===== config.mk =====
export PLATFORM = sky130hd
export DESIGN_NAME = reg_select_scoreboard
export DESIGN_NICKNAME = d
export VERILOG_FILES = /design/src/rtl/mini_src_pkg.sv /design/src/rtl/onehot_dec.sv /design/src/rtl/reg_select_scoreboard.sv
export SDC_FILE = /design/constraint.sdc
export NUM_CORES = 1
export LEC_CHECK = 0
export BUFFER_PORTS_ARGS = -buffer_cell sky130_fd_sc_hd__clkbuf_2
export CAP_MARGIN = 20
export CORE_UTILIZATION = 30
export DETAILED_ROUTE_END_ITERATION = 10
export SYNTH_ARGS = -nofsm -noshare
export SYNTH_HDL_FRONTEND = slang
export SYNTH_SLANG_ARGS = --single-unit

===== constraint.sdc =====
create_clock -name clock -period 4.3 [get_ports clock]
set_input_delay 0.215 -clock clock [delete_from_list [all_inputs] [get_ports clock]]
set_output_delay 0.215 -clock clock [all_outputs]
set_load 0.02 [all_outputs]

===== src/rtl/mini_src_pkg.sv =====
// mini_src_pkg: shared Mini SRC datapath defaults for control unit, register file and select logic
package mini_src_pkg;
  localparam int P_DATA_W  = 32;
  localparam int P_NREGS   = 16;
  localparam int P_RA_LSB  = 23;
  localparam int P_RB_LSB  = 19;
  localparam int P_RC_LSB  = 15;
  localparam int P_CONST_W = 19;
endpackage


===== src/rtl/onehot_dec.sv =====
// onehot_dec: index plus enable to one-hot register enable vector
module onehot_dec #(
  parameter int NREGS = 16,
  parameter int IDXW  = $clog2(NREGS)
) (
  input  logic [IDXW-1:0]  i_idx,
  input  logic             i_en,
  output logic [NREGS-1:0] o_onehot
);
  assign o_onehot = NREGS'(i_en) << i_idx;
endmodule


===== src/rtl/reg_select_scoreboard.sv =====
// reg_select_scoreboard: Ra/Rb/Rc decode to one-hot enables, constant sign-extension, pending-write scoreboard
module reg_select_scoreboard
  import mini_src_pkg::*;
#(
  parameter int DATA_W  = P_DATA_W,
  parameter int NREGS   = P_NREGS,
  parameter int IDXW    = $clog2(NREGS),
  parameter int RA_LSB  = P_RA_LSB,
  parameter int RB_LSB  = P_RB_LSB,
  parameter int RC_LSB  = P_RC_LSB,
  parameter int CONST_W = P_CONST_W
) (
  input  logic              clock,
  input  logic              clear,
  input  logic [DATA_W-1:0] IR,
  input  logic              ir_load,
  input  logic              Gra,
  input  logic              Grb,
  input  logic              Grc,
  input  logic              e_Rin,
  input  logic              e_Rout,
  input  logic              BAout,
  input  logic              reserve,
  input  logic              commit,
  input  logic [IDXW-1:0]   commit_idx,
  output logic [NREGS-1:0]  Rin,
  output logic [NREGS-1:0]  Rout,
  output logic [IDXW-1:0]   sel_idx,
  output logic [DATA_W-1:0] C_sign_ext,
  output logic [NREGS-1:0]  pending,
  output logic [IDXW:0]     pend_cnt,
  output logic              src_busy
);
  logic [DATA_W-1:0] r_ir;
  logic [NREGS-1:0]  r_pend;
  logic [IDXW:0]     r_cnt;
  logic [IDXW-1:0]   w_ra, w_rb, w_rc, w_sel;
  logic              w_rout_en, w_inc, w_dec, w_unused;
  assign w_ra      = r_ir[RA_LSB +: IDXW];
  assign w_rb      = r_ir[RB_LSB +: IDXW];
  assign w_rc      = r_ir[RC_LSB +: IDXW];
  assign w_sel     = Gra ? w_ra : Grb ? w_rb : Grc ? w_rc : '0;
  assign w_rout_en = e_Rout & ~(BAout & (w_sel == '0)) & ~clear;
  assign w_unused  = ^r_ir;
  onehot_dec #(.NREGS(NREGS), .IDXW(IDXW)) u_rin (
    .i_idx(w_sel), .i_en(e_Rin & ~clear), .o_onehot(Rin)
  );
  onehot_dec #(.NREGS(NREGS), .IDXW(IDXW)) u_rout (
    .i_idx(w_sel), .i_en(w_rout_en), .o_onehot(Rout)
  );
  assign sel_idx    = w_sel;
  assign src_busy   = w_rout_en & r_pend[w_sel];
  assign C_sign_ext = {{(DATA_W-CONST_W){r_ir[CONST_W-1]}}, r_ir[CONST_W-1:0]};
  assign pending    = r_pend;
  assign pend_cnt   = r_cnt;
  // a commit hitting the index being reserved is overridden by the reserve, so it must not decrement
  assign w_inc = reserve & ~r_pend[w_ra];
  assign w_dec = commit & r_pend[commit_idx] & ~(reserve & (w_ra == commit_idx));
  always_ff @(posedge clock) begin
    if (clear) begin
      r_ir   <= '0;
      r_pend <= '0;
      r_cnt  <= '0;
    end else begin
      if (ir_load) r_ir <= IR;
      r_pend <= (r_pend & ~(NREGS'(commit) << commit_idx)) | (NREGS'(reserve) << w_ra);
      r_cnt  <= r_cnt + (IDXW+1)'(w_inc) - (IDXW+1)'(w_dec);
    end
  end
endmodule


==> reports/metrics.cfg, run 1 <==
[run_status]
status = complete, no violations

[cells_and_area]
final_layout_size_suffix_gt1_frac = 0.339
nNetsFinal = 498
antennaDiodeCount = 0
area_growth_pct = 22.3

[die]
design.core.area_um2 = 9730
die_area_um2 = 10400
io_pins = 137
die_w_um = 102
dieHeight_um = 102
rows = 36
start_util = 0.307

[pwr]
vdd_ir_drop_max_uv = 137
leakagePower_uw = 0.00173
powerDensity_nw_per_um2 = 330

[sta]
rsz0062_at_grt = false
tightest_slew_ns = 1.03
fin_worst_skew_ns = 0.0132
final.min_clock_period_ns = 3.39
fin_crit_sh = 0.788
slew_violations = 0
tns_ns = 0
max_freq_mhz = 295
fin_ws_ns = 0.913
setup-violations-final = 0
hold_viol = 0
slew_headroom = 0.310

[synthesis]
synthTopCellsByCount = nor2_1 (65), dfxtp_1 (48), buf_4 (34), mux2i_1 (29), a21oi_1 (22)
synth.distinct_cells = 44
synth_area_per_cell_um2 = 8.41
post_synth_instance_area_um2 = 2990
synth-edff-count = 0
ys_ff_latch = 48
ys.flop_type = dfxtp_1
synth_fp_nets = 408
async_reset_ff_frac = 0
synth_top_area_cell = dfxtp_1
synth_seq_area_share = 0.322
synth_cells = 355
synth_top_area_frac = 0.322
yosys.cell_count.top_type = nor2_1
synthTopCellsByArea = dfxtp_1 (32%), mux2i_1 (9.7%), buf_4 (8.5%)
yosysWarningCount = 0

[placed_design]
pre_cts_ws_ns = 0.852
dp_hpwl_um = 6370
portBuffers = 131
gp_congestion = 0.869

[clock_network]
clk_path_buf_depth = 2
post_cts_buffers = 0
cts_buffers = 5
ctsHoldBuffers = 0
clock_latency_ns = 0.30
clock-sinks = 48
cts_tree = built
htreeDepth = 2
clk_pin_slew_worst_paths_ns = 0.10
cts-resized-gates = 0
root_buffer = clkbuf_8

[hold_path]
hp-class = in -> reg

[global_route]
grt_max_degree = 51
grt_overflow = 0
antenna_found_initial = 0
grt_pass1_vias = 2635
grtUsageTotal = 0.165
grt_pass1_wl_um = 13200

[route]
first_pass_iters = 4
antenna_left = 0
route.vias.total = 2808
drt_wl_total_um = 8390
drc = 0
wire_per_inst_um = 14.5
drt_iter0_markers = 139
vias_per_cell = 4.85

[critical_path]
end_kind = register
arrival_ns = 3.59
worstPathRequired_ns = 4.50
worstSetupPathType = reg -> reg
cp_max_fo = 11
startpoint_type = register

[job]
cap_violations = 0

[logic make-up after synthesis]
logic type,synth area share
flops,0.322
compound gates,0.115
xor+xnor,0.0235
simple gates,0.207
fa+ha+maj,0.0277
mux,0.178
buf+inv,0.127
[critical path, cell delays in order, from the launching register on]
cell      delay, ns
dfxtp_1        0.65
mux4_2         0.56
mux4_2         0.47
nand2b_1       0.16
ha_1           0.27
inv_1          0.04
ha_1           0.19
fa_1           0.41
a21o_1         0.19
a21oi_1        0.16
xnor2_1        0.13
nor2_1         0.05
[path summary, 6_finish.rpt]
kind | slack (ns) | from | cells past startpoint | to
worst max-delay path | 0.91 | r_ir[23] | 11 | pend_cnt[4]
worst min-delay path | 0.14 | IR[4] | 3 | r_ir[4]
worst max register to register | 0.91 | r_ir[23] | 11 | pend_cnt[4]
worst min register to register | 0.51 | r_ir[5] | 2 | r_ir[5]
[placed cells by master, fill, tap and decap left out, types with 3 or more instances in the layout]
cell and instances:
mux4_2 6, clkbuf_8 5, xor2_1 5, nor2b_1 7, nor2_1 65, nand3b_1 6, o21ai_0 16, a21oi_1 22
inv_1 13, ha_1 5, o211ai_1 4, nand4_1 5, xnor2_1 3, dfxtp_1 48, clkbuf_2 131, mux2i_1 29
nand2b_1 6, nand3_1 12, a21o_1 4, nand2_1 21, mux4_1 4
[layer usage]
| metal | routed length (µm) | global-route usage | share of wire |
|---|---|---|---|
| met1 | 3720 | 0.217 | 0.44 |
| met2 | 3930 | 0.265 | 0.47 |
| met3 | 663 | 0.0428 | 0.079 |
| met4 | 78 | 0.0502 | 0.0093 |
| met5 | 0 | 0 | 0 |
[flip-flops by register name, summed over array words and instances, names as in the netlist]
name      cells
pending      16
r_ir         27
pend_cnt      5
[report_power, final]
part | switching [µW] | internal, µW | total (µW)
clock network | 160 | 234 | 394
registers | 30.4 | 475 | 506
logic | 180 | 126 | 306
[per-stage QoR]
stage / util / instance area [µm²] / std cells / power, µW / hold slack (ns)
floorplan: - / 2990 / 355 / 750 / 0.362
global placement: 0.359 / 3490 / 570 / 815 / 0.449
detailed placement: 0.359 / 3490 / 570 / 820 / 0.458
CTS: 0.373 / 3630 / 578 / 1220 / 0.131
global route: 0.376 / 3650 / 579 / 1280 / 0.133
finish: 0.376 / 3650 / 579 / 1210 / 0.137
[layout make-up]
class	count	area, µm²
Clock inverter	3	68.8
Inverter	14	52.6
Clock buffer	5	68.8
Fill cell	1062	6080
Timing Repair Buffer	133	691
Multi-Input combinational cell	243	1650
Sequential cell	48	961
Tap cell	133	166
Power figures use the tool's default switching activity.
==> inputs of run 2 (changes only) <==
--- a/config.mk
+++ b/config.mk
@@ -5,6 +5,7 @@
 export SDC_FILE = /design/constraint.sdc
 export NUM_CORES = 1
 export LEC_CHECK = 0
+export ABC_AREA = 1
 export BUFFER_PORTS_ARGS = -buffer_cell sky130_fd_sc_hd__clkbuf_2
 export CAP_MARGIN = 20
 export CORE_UTILIZATION = 30
==> constraint.sdc (replaced) <==
create_clock -name clock -period 2.8 [get_ports clock]
set_input_delay 0.14 -clock clock [delete_from_list [all_inputs] [get_ports clock]]
set_output_delay 0.14 -clock clock [all_outputs]
set_load 0.02 [all_outputs]
==> reports/metrics.cfg, run 2 <==
[cells_and_area]
regArea_um2 = 968  ; was 961 µm²
finish.utilization = 0.379  ; was 0.376
postLayoutCellArea_um2 = 3720  ; was 3650 µm²
antennaDiodeCount = 0  ; unchanged
layout_common_cells = clkbuf_2 (131), nor2_1 (85), o21ai_0 (67), dfxtp_1 (44)  ; was clkbuf_2 (131), nor2_1 (65), dfxtp_1 (48), mux2i_1 (29), a21oi_1 (22)
area_growth_pct = 22.4  ; was 22.3%
n_fill_cell = 1081  ; was 1,062
layout_commonest_cell = clkbuf_2  ; unchanged
multiInputGateArea_um2 = 1600  ; was 1650 µm²
final_layout_size_suffix_gt1_frac = 0.305  ; was 0.339
largest_reg_flops = 27  ; unchanged
top_register = r_ir  ; unchanged
nNetsFinal = 609  ; was 498

[sta]
fin_worst_skew_ns = 0.00408  ; was 0.0132 ns
slew_violations = 0  ; unchanged
tns_ns = 0  ; unchanged
slew_headroom = 0.475  ; was 0.310
hold_viol = 0  ; unchanged
tightest_slew_ns = 0.788  ; was 1.03 ns
setup-violations-final = 0  ; unchanged
final.min_clock_period_ns = 2.51  ; was 3.39 ns
fin_ws_ns = 0.289  ; was 0.913 ns
fin_crit_sh = 0.897  ; was 0.788
max_freq_mhz = 398  ; was 295 MHz
rsz0062_at_grt = false  ; unchanged

[synthesis]
synth-edff-count = 0  ; unchanged
synth_area_per_cell_um2 = 6.54  ; was 8.41 µm²
synth_top_area_cell = dfxtp_1  ; unchanged
synth_top_area_frac = 0.316  ; was 0.322
yosysWarningCount = 0  ; unchanged
synth.distinct_cells = 32  ; was 44
async_reset_ff_frac = 0  ; unchanged
synthTopCellsByArea = dfxtp_1 (32%), o21ai_0 (11%), nor2_1 (10%)  ; was dfxtp_1 (32%), mux2i_1 (9.7%), buf_4 (8.5%)
ys_ff_latch = 48  ; unchanged
yosys.cell_count.top_type = nor2_1  ; unchanged
synth_fp_nets = 518  ; was 408
synth_seq_area_share = 0.316  ; was 0.322
synth_cells = 465  ; was 355
post_synth_instance_area_um2 = 3040  ; was 2990 µm²
synthTopCellsByCount = nor2_1 (85), o21ai_0 (67), dfxtp_1 (48), nand2_1 (40), nand3_1 (40)  ; was nor2_1 (65), dfxtp_1 (48), buf_4 (34), mux2i_1 (29), a21oi_1 (22)
ys.flop_type = dfxtp_1  ; unchanged

[critical_path]
slowest_stage = dfxtp_2  ; was dfxtp_1
end_kind = register  ; unchanged
worstPathRequired_ns = 3.03  ; was 4.50 ns
crit_chain = buf_6, a21oi_1, o21ai_0, o21ai_0, o221ai_1, nand3_1, ha_1, inv_1, ha_1, fa_2, nand2_1, nand2_1, a21oi_2, o21ai_0, a21oi_1  ; was mux4_2, mux4_2, nand2b_1, ha_1, inv_1, ha_1, fa_1, a21o_1, a21oi_1, xnor2_1, nor2_1
cp_max_fo = 15  ; was 11
worstSetupPathType = reg -> reg  ; unchanged
crit_top_cell = o21ai_0
arrival_ns = 2.74  ; was 3.59 ns
rrSetupSlack_ns = 0.29  ; was 0.91 ns
startpoint_type = register  ; unchanged
critPathMaxStageDelay_ns = 0.36  ; was 0.65 ns

[die]
die_area_um2 = 10500  ; was 10,400 µm²
rows = 36  ; unchanged
start_util = 0.310  ; was 0.307
die_w_um = 103  ; was 102 µm
io_pins = 137  ; unchanged
design.core.area_um2 = 9820  ; was 9730 µm²
dieHeight_um = 103  ; was 102 µm

[placed_design]
portBuffers = 131  ; unchanged
placed_cell_area_um2 = 3600  ; was 3490 µm²
dp_hpwl_um = 7010  ; was 6370 µm
gp_congestion = 0.942  ; was 0.869
pre_cts_ws_ns = 0.127  ; was 0.852 ns

[global_route]
grtUsageTotal = 0.176  ; was 0.165
grt_pass1_wl_um = 14500  ; was 13,200 µm
grt_overflow = 0  ; unchanged
grt_max_degree = 30  ; was 51
antenna_found_initial = 0  ; unchanged
grt_pass1_vias = 3052  ; was 2,635

[run_status]
status = complete, no violations  ; unchanged

[clock_network]
htreeDepth = 2  ; unchanged
cts_tree = built  ; unchanged
clk_pin_slew_worst_paths_ns = 0.09  ; was 0.10 ns
post_cts_buffers = 0  ; unchanged
root_buffer = clkbuf_8  ; unchanged
clock-sinks = 48  ; unchanged
clock_latency_ns = 0.29  ; was 0.30 ns
clk_path_buf_depth = 2  ; unchanged
cts_buffers = 5  ; unchanged

[route]
antenna_left = 0  ; unchanged
first_pass_iters = 4  ; unchanged
drc = 0  ; unchanged
drt_wl_total_um = 9280  ; was 8390 µm
vias_per_cell = 4.92  ; was 4.85
drt_iter0_markers = 256  ; was 139
wire_per_inst_um = 13.4  ; was 14.5 µm
route.vias.total = 3398  ; was 2,808

[pwr]
leakagePower_uw = 0.00175  ; was 0.00173 µW
powerDensity_nw_per_um2 = 512  ; was 330 nW/µm²
vdd_ir_drop_max_uv = 345  ; was 137 µV

[hold_path]
hp-class = in -> reg  ; unchanged

[job]
cap_violations = 0  ; unchanged

## run 2: cell types whose count changed after synthesis, sizes merged, moves of 6 or more
cell    change
a21oi      +17
clkbuf      +9
inv        +21
mux2i      -29
mux4       -10
nand2      +21
nand2b      -6
nand3      +29
nand3b      -6
nand4       +8
nor2       +21
nor2b       -7
nor3       +12
o21ai      +53
## run 2: worst paths after layout
path,endpoint,startpoint,depth (start not counted)
worst max-delay path,pend_cnt[4],r_ir[23],15
worst min-delay path,r_ir[15],IR[15],3
worst max register to register,pend_cnt[4],r_ir[23],15
worst min register to register,r_ir[19],r_ir[19],2
## run 2: power breakdown
| part | leakage [µW] | switching (µW) | total, µW | internal (µW) |
|---|---|---|---|---|
| Sequential | 0.000397 | 52.2 | 795 | 743 |
| Combinational | 0.00130 | 398 | 618 | 220 |
| Clock | 0.0000552 | 226 | 492 | 265 |
## run 2: cell type report
cell class / count / area share
clock buffers: 6 / 0.0195
well taps: 133 / 0.0447
inverters: 35 / 0.0353
clock inverters: 2 / 0.00941
flip-flops and latches: 48 / 0.260
repair buffers: 143 / 0.201
multi-input cells: 323 / 0.429
## run 2: critical path, delay by kind of cell, from the launching register on
kind | cells | cell delay, ns
fa+ha+maj | 3 | 0.86
buf+inv | 2 | 0.19
compound gates | 7 | 0.76
flops | 1 | 0.36
simple gates | 3 | 0.27
## run 2: kinds of logic after synthesis
logic type,synth area share
xor+xnor,0.00864
flops,0.316
simple gates,0.288
compound gates,0.200
fa+ha+maj,0.0272
buf+inv,0.160
## run 2: metal layers
metal	global-route usage	part of all wire	routed length [µm]
met1	0.218	0.44	4130
met2	0.301	0.46	4300
met3	0.0319	0.068	633
met4	0.0703	0.023	212
met5	0	0	0
## run 2: through the flow
step / std cells / hold WS, ns / power, µW
after floorplan: 465 / 0.275 / 1270
after global placement: 682 / 0.363 / 1400
after detailed placement: 682 / 0.370 / 1410
after CTS: 690 / 0.0519 / 1920
after global routing: 690 / 0.0587 / 2050
final: 690 / 0.0600 / 1900
## run 2: repair_timing
action                     CTS  global route
hold buffers                 0             0
setup endpoints to repair    0             1
resized for setup            0             8
==> inputs of run 3 (changes only) <==
--- a/config.mk
+++ b/config.mk
@@ -8,8 +8,12 @@
 export ABC_AREA = 1
 export BUFFER_PORTS_ARGS = -buffer_cell sky130_fd_sc_hd__clkbuf_2
 export CAP_MARGIN = 20
-export CORE_UTILIZATION = 30
+export CELL_PAD_IN_SITES_DETAIL_PLACEMENT = 1
+export CELL_PAD_IN_SITES_GLOBAL_PLACEMENT = 1
+export CORE_MARGIN = 2
+export CORE_UTILIZATION = 29
 export DETAILED_ROUTE_END_ITERATION = 10
+export PLACE_DENSITY_LB_ADDON = 0.1
 export SYNTH_ARGS = -nofsm -noshare
 export SYNTH_HDL_FRONTEND = slang
 export SYNTH_SLANG_ARGS = --single-unit
==> reports/metrics.cfg, run 3 (synthesis results as in run 2) <==
[critical_path]
worstSetupPathType = reg -> reg  ; unchanged
critPathMaxStageDelay_ns = 0.39  ; was 0.36 ns
worstPathRequired_ns = 3.04  ; was 3.03 ns
startpoint_type = register  ; unchanged
cp_max_fo = 8  ; was 15
end_kind = register  ; unchanged
arrival_ns = 2.78  ; was 2.74 ns
crit_chain = inv_1, o21ai_0, nor4_1, nor2_1, nand2_1, a21oi_1, ha_1, inv_1, ha_1, fa_2, nand2_1, nand2_1, a21oi_1, o21ai_0, a21oi_1  ; was buf_6, a21oi_1, o21ai_0, o21ai_0, o221ai_1, nand3_1, ha_1, inv_1, ha_1, fa_2, nand2_1, nand2_1, a21oi_2, o21ai_0, a21oi_1
path_buf_inv = 2  ; unchanged
cp_top_family = adder cells  ; unchanged
slowest_stage = dfxtp_2  ; unchanged

[cells_and_area]
top_register = r_ir  ; unchanged
area_growth_pct = 23.9  ; was 22.4%
multiInputGateArea_um2 = 1590  ; was 1600 µm²
largest_reg_flops = 27  ; unchanged
final_layout_size_suffix_gt1_frac = 0.313  ; was 0.305
nNetsFinal = 614  ; was 609
layout_common_cells = clkbuf_2 (131), nor2_1 (85), o21ai_0 (67), dfxtp_1 (43)  ; was clkbuf_2 (131), nor2_1 (85), o21ai_0 (67), dfxtp_1 (44)
layoutNonFillerInstCount = 698  ; was 690
layout_commonest_cell = clkbuf_2  ; unchanged
finish.utilization = 0.368  ; was 0.379
regArea_um2 = 970  ; was 968 µm²
antennaDiodeCount = 0  ; unchanged
n_fill_cell = 1399  ; was 1,081

[sta]
rsz0062_at_grt = false  ; unchanged
hold_viol = 0  ; unchanged
setup-violations-final = 0  ; unchanged
tns_ns = 0  ; unchanged
final.min_clock_period_ns = 2.54  ; was 2.51 ns
slew_violations = 0  ; unchanged
fin_worst_skew_ns = 0.00697  ; was 0.00408 ns
slew_headroom = 0.339  ; was 0.475
fin_crit_sh = 0.908  ; was 0.897
max_freq_mhz = 393  ; was 398 MHz
tightest_slew_ns = 0.991  ; was 0.788 ns

[die]
die_area_um2 = 11300  ; was 10,500 µm²
design.core.area_um2 = 10200  ; was 9820 µm²
die_w_um = 106  ; was 103 µm
rows = 37  ; was 36
start_util = 0.297  ; was 0.310
dieHeight_um = 106  ; was 103 µm
io_pins = 137  ; unchanged

[global_route]
grt_pass1_wl_um = 17500  ; was 14,500 µm
grt_pass1_vias = 3407  ; was 3,052
grtUsageTotal = 0.192  ; was 0.176
grt_max_degree = 33  ; was 30
grt_overflow = 0  ; unchanged
antenna_found_initial = 0  ; unchanged

[clock_network]
post_cts_buffers = 0  ; unchanged
clock_latency_ns = 0.31  ; was 0.29 ns
cts_buffers = 5  ; unchanged
clk_path_buf_depth = 2  ; unchanged
clk_pin_slew_worst_paths_ns = 0.10  ; was 0.09 ns
htreeDepth = 2  ; unchanged
clock-sinks = 48  ; unchanged
cts_tree = built  ; unchanged
root_buffer = clkbuf_8  ; unchanged

[pwr]
leakagePower_uw = 0.00178  ; was 0.00175 µW
vdd_ir_drop_max_uv = 313  ; was 345 µV
powerDensity_nw_per_um2 = 519  ; was 512 nW/µm²
finalPower_uw = 1950  ; was 1900 µW

[job]
cap_violations = 0  ; unchanged

[route]
first_pass_iters = 4  ; unchanged
drt_iter0_markers = 140  ; was 256
drc = 0  ; unchanged
vias_per_cell = 4.96  ; was 4.92
antenna_left = 0  ; unchanged
route.vias.total = 3463  ; was 3,398
drt_wl_total_um = 10900  ; was 9280 µm
wire_per_inst_um = 15.7  ; was 13.4 µm

[placed_design]
dp_hpwl_um = 8380  ; was 7010 µm
portBuffers = 131  ; unchanged
placedCellCount = 690  ; was 682
gp_congestion = 0.857  ; was 0.942

[hold_path]
hp-class = in -> reg  ; unchanged

[run_status]
status = complete, no violations  ; unchanged

-- run 3: timing repair --
item | CTS | global route
resized for setup | 0 | 8
endpoints found under the setup margin | 0 | 1
hold buffers | 0 | 0
-- run 3: worst reg2reg max path: cells and delay by family, from the launching register on --
kind	cells	cell delay (ns)
buffers and inverters	2	0.14
flip-flops	1	0.39
AND/OR/NAND/NOR	5	0.59
AO/OA/AOI/OAI	5	0.50
adder cells (fa/ha/maj)	3	0.86
-- run 3: layer usage --
metal / global-route usage / routed length [µm] / vias up
li1: - / - / 1716
met1: 0.267 / 5170 / 1652
met2: 0.318 / 5130 / 91
met3: 0.0282 / 568 / 4
met4: 0.0338 / 60 / 0
met5: 0 / 0 / -
-- run 3: final cells by class --
class / instances / area share
Clock inverter: 3 / 0.0123
Multi-Input combinational cell: 323 / 0.423
Sequential cell: 48 / 0.257
Clock buffer: 5 / 0.0183
Inverter: 35 / 0.0349
Timing Repair Buffer: 148 / 0.209
Tap cell: 136 / 0.0452
-- run 3: report_power, final --
part,switching (µW),internal [µW]
clock network,259,270
registers,55.8,744
logic,407,219
-- run 3: metrics by stage --
stage	hold slack (ns)	worst slack, ns	instance area [µm²]
CTS	0.0414	0.0632	3750
finish	0.0519	0.257	3770
floorplan	0.275	0.345	3040
global route	0.0463	0.0280	3770
detailed placement	0.374	0.0882	3640
global placement	0.363	0.175	3640
-- run 3: worst paths after layout --
| path | startpoint | end | slack (ns) | depth (start not counted) |
|---|---|---|---|---|
| setup / recovery | r_ir[26] | pend_cnt[4] | 0.26 | 15 |
| setup reg to reg | r_ir[26] | pend_cnt[4] | 0.26 | 15 |
| hold / removal | IR[13] | r_ir[13] | 0.05 | 3 |
| hold reg to reg | r_ir[19] | r_ir[19] | 0.50 | 2 |
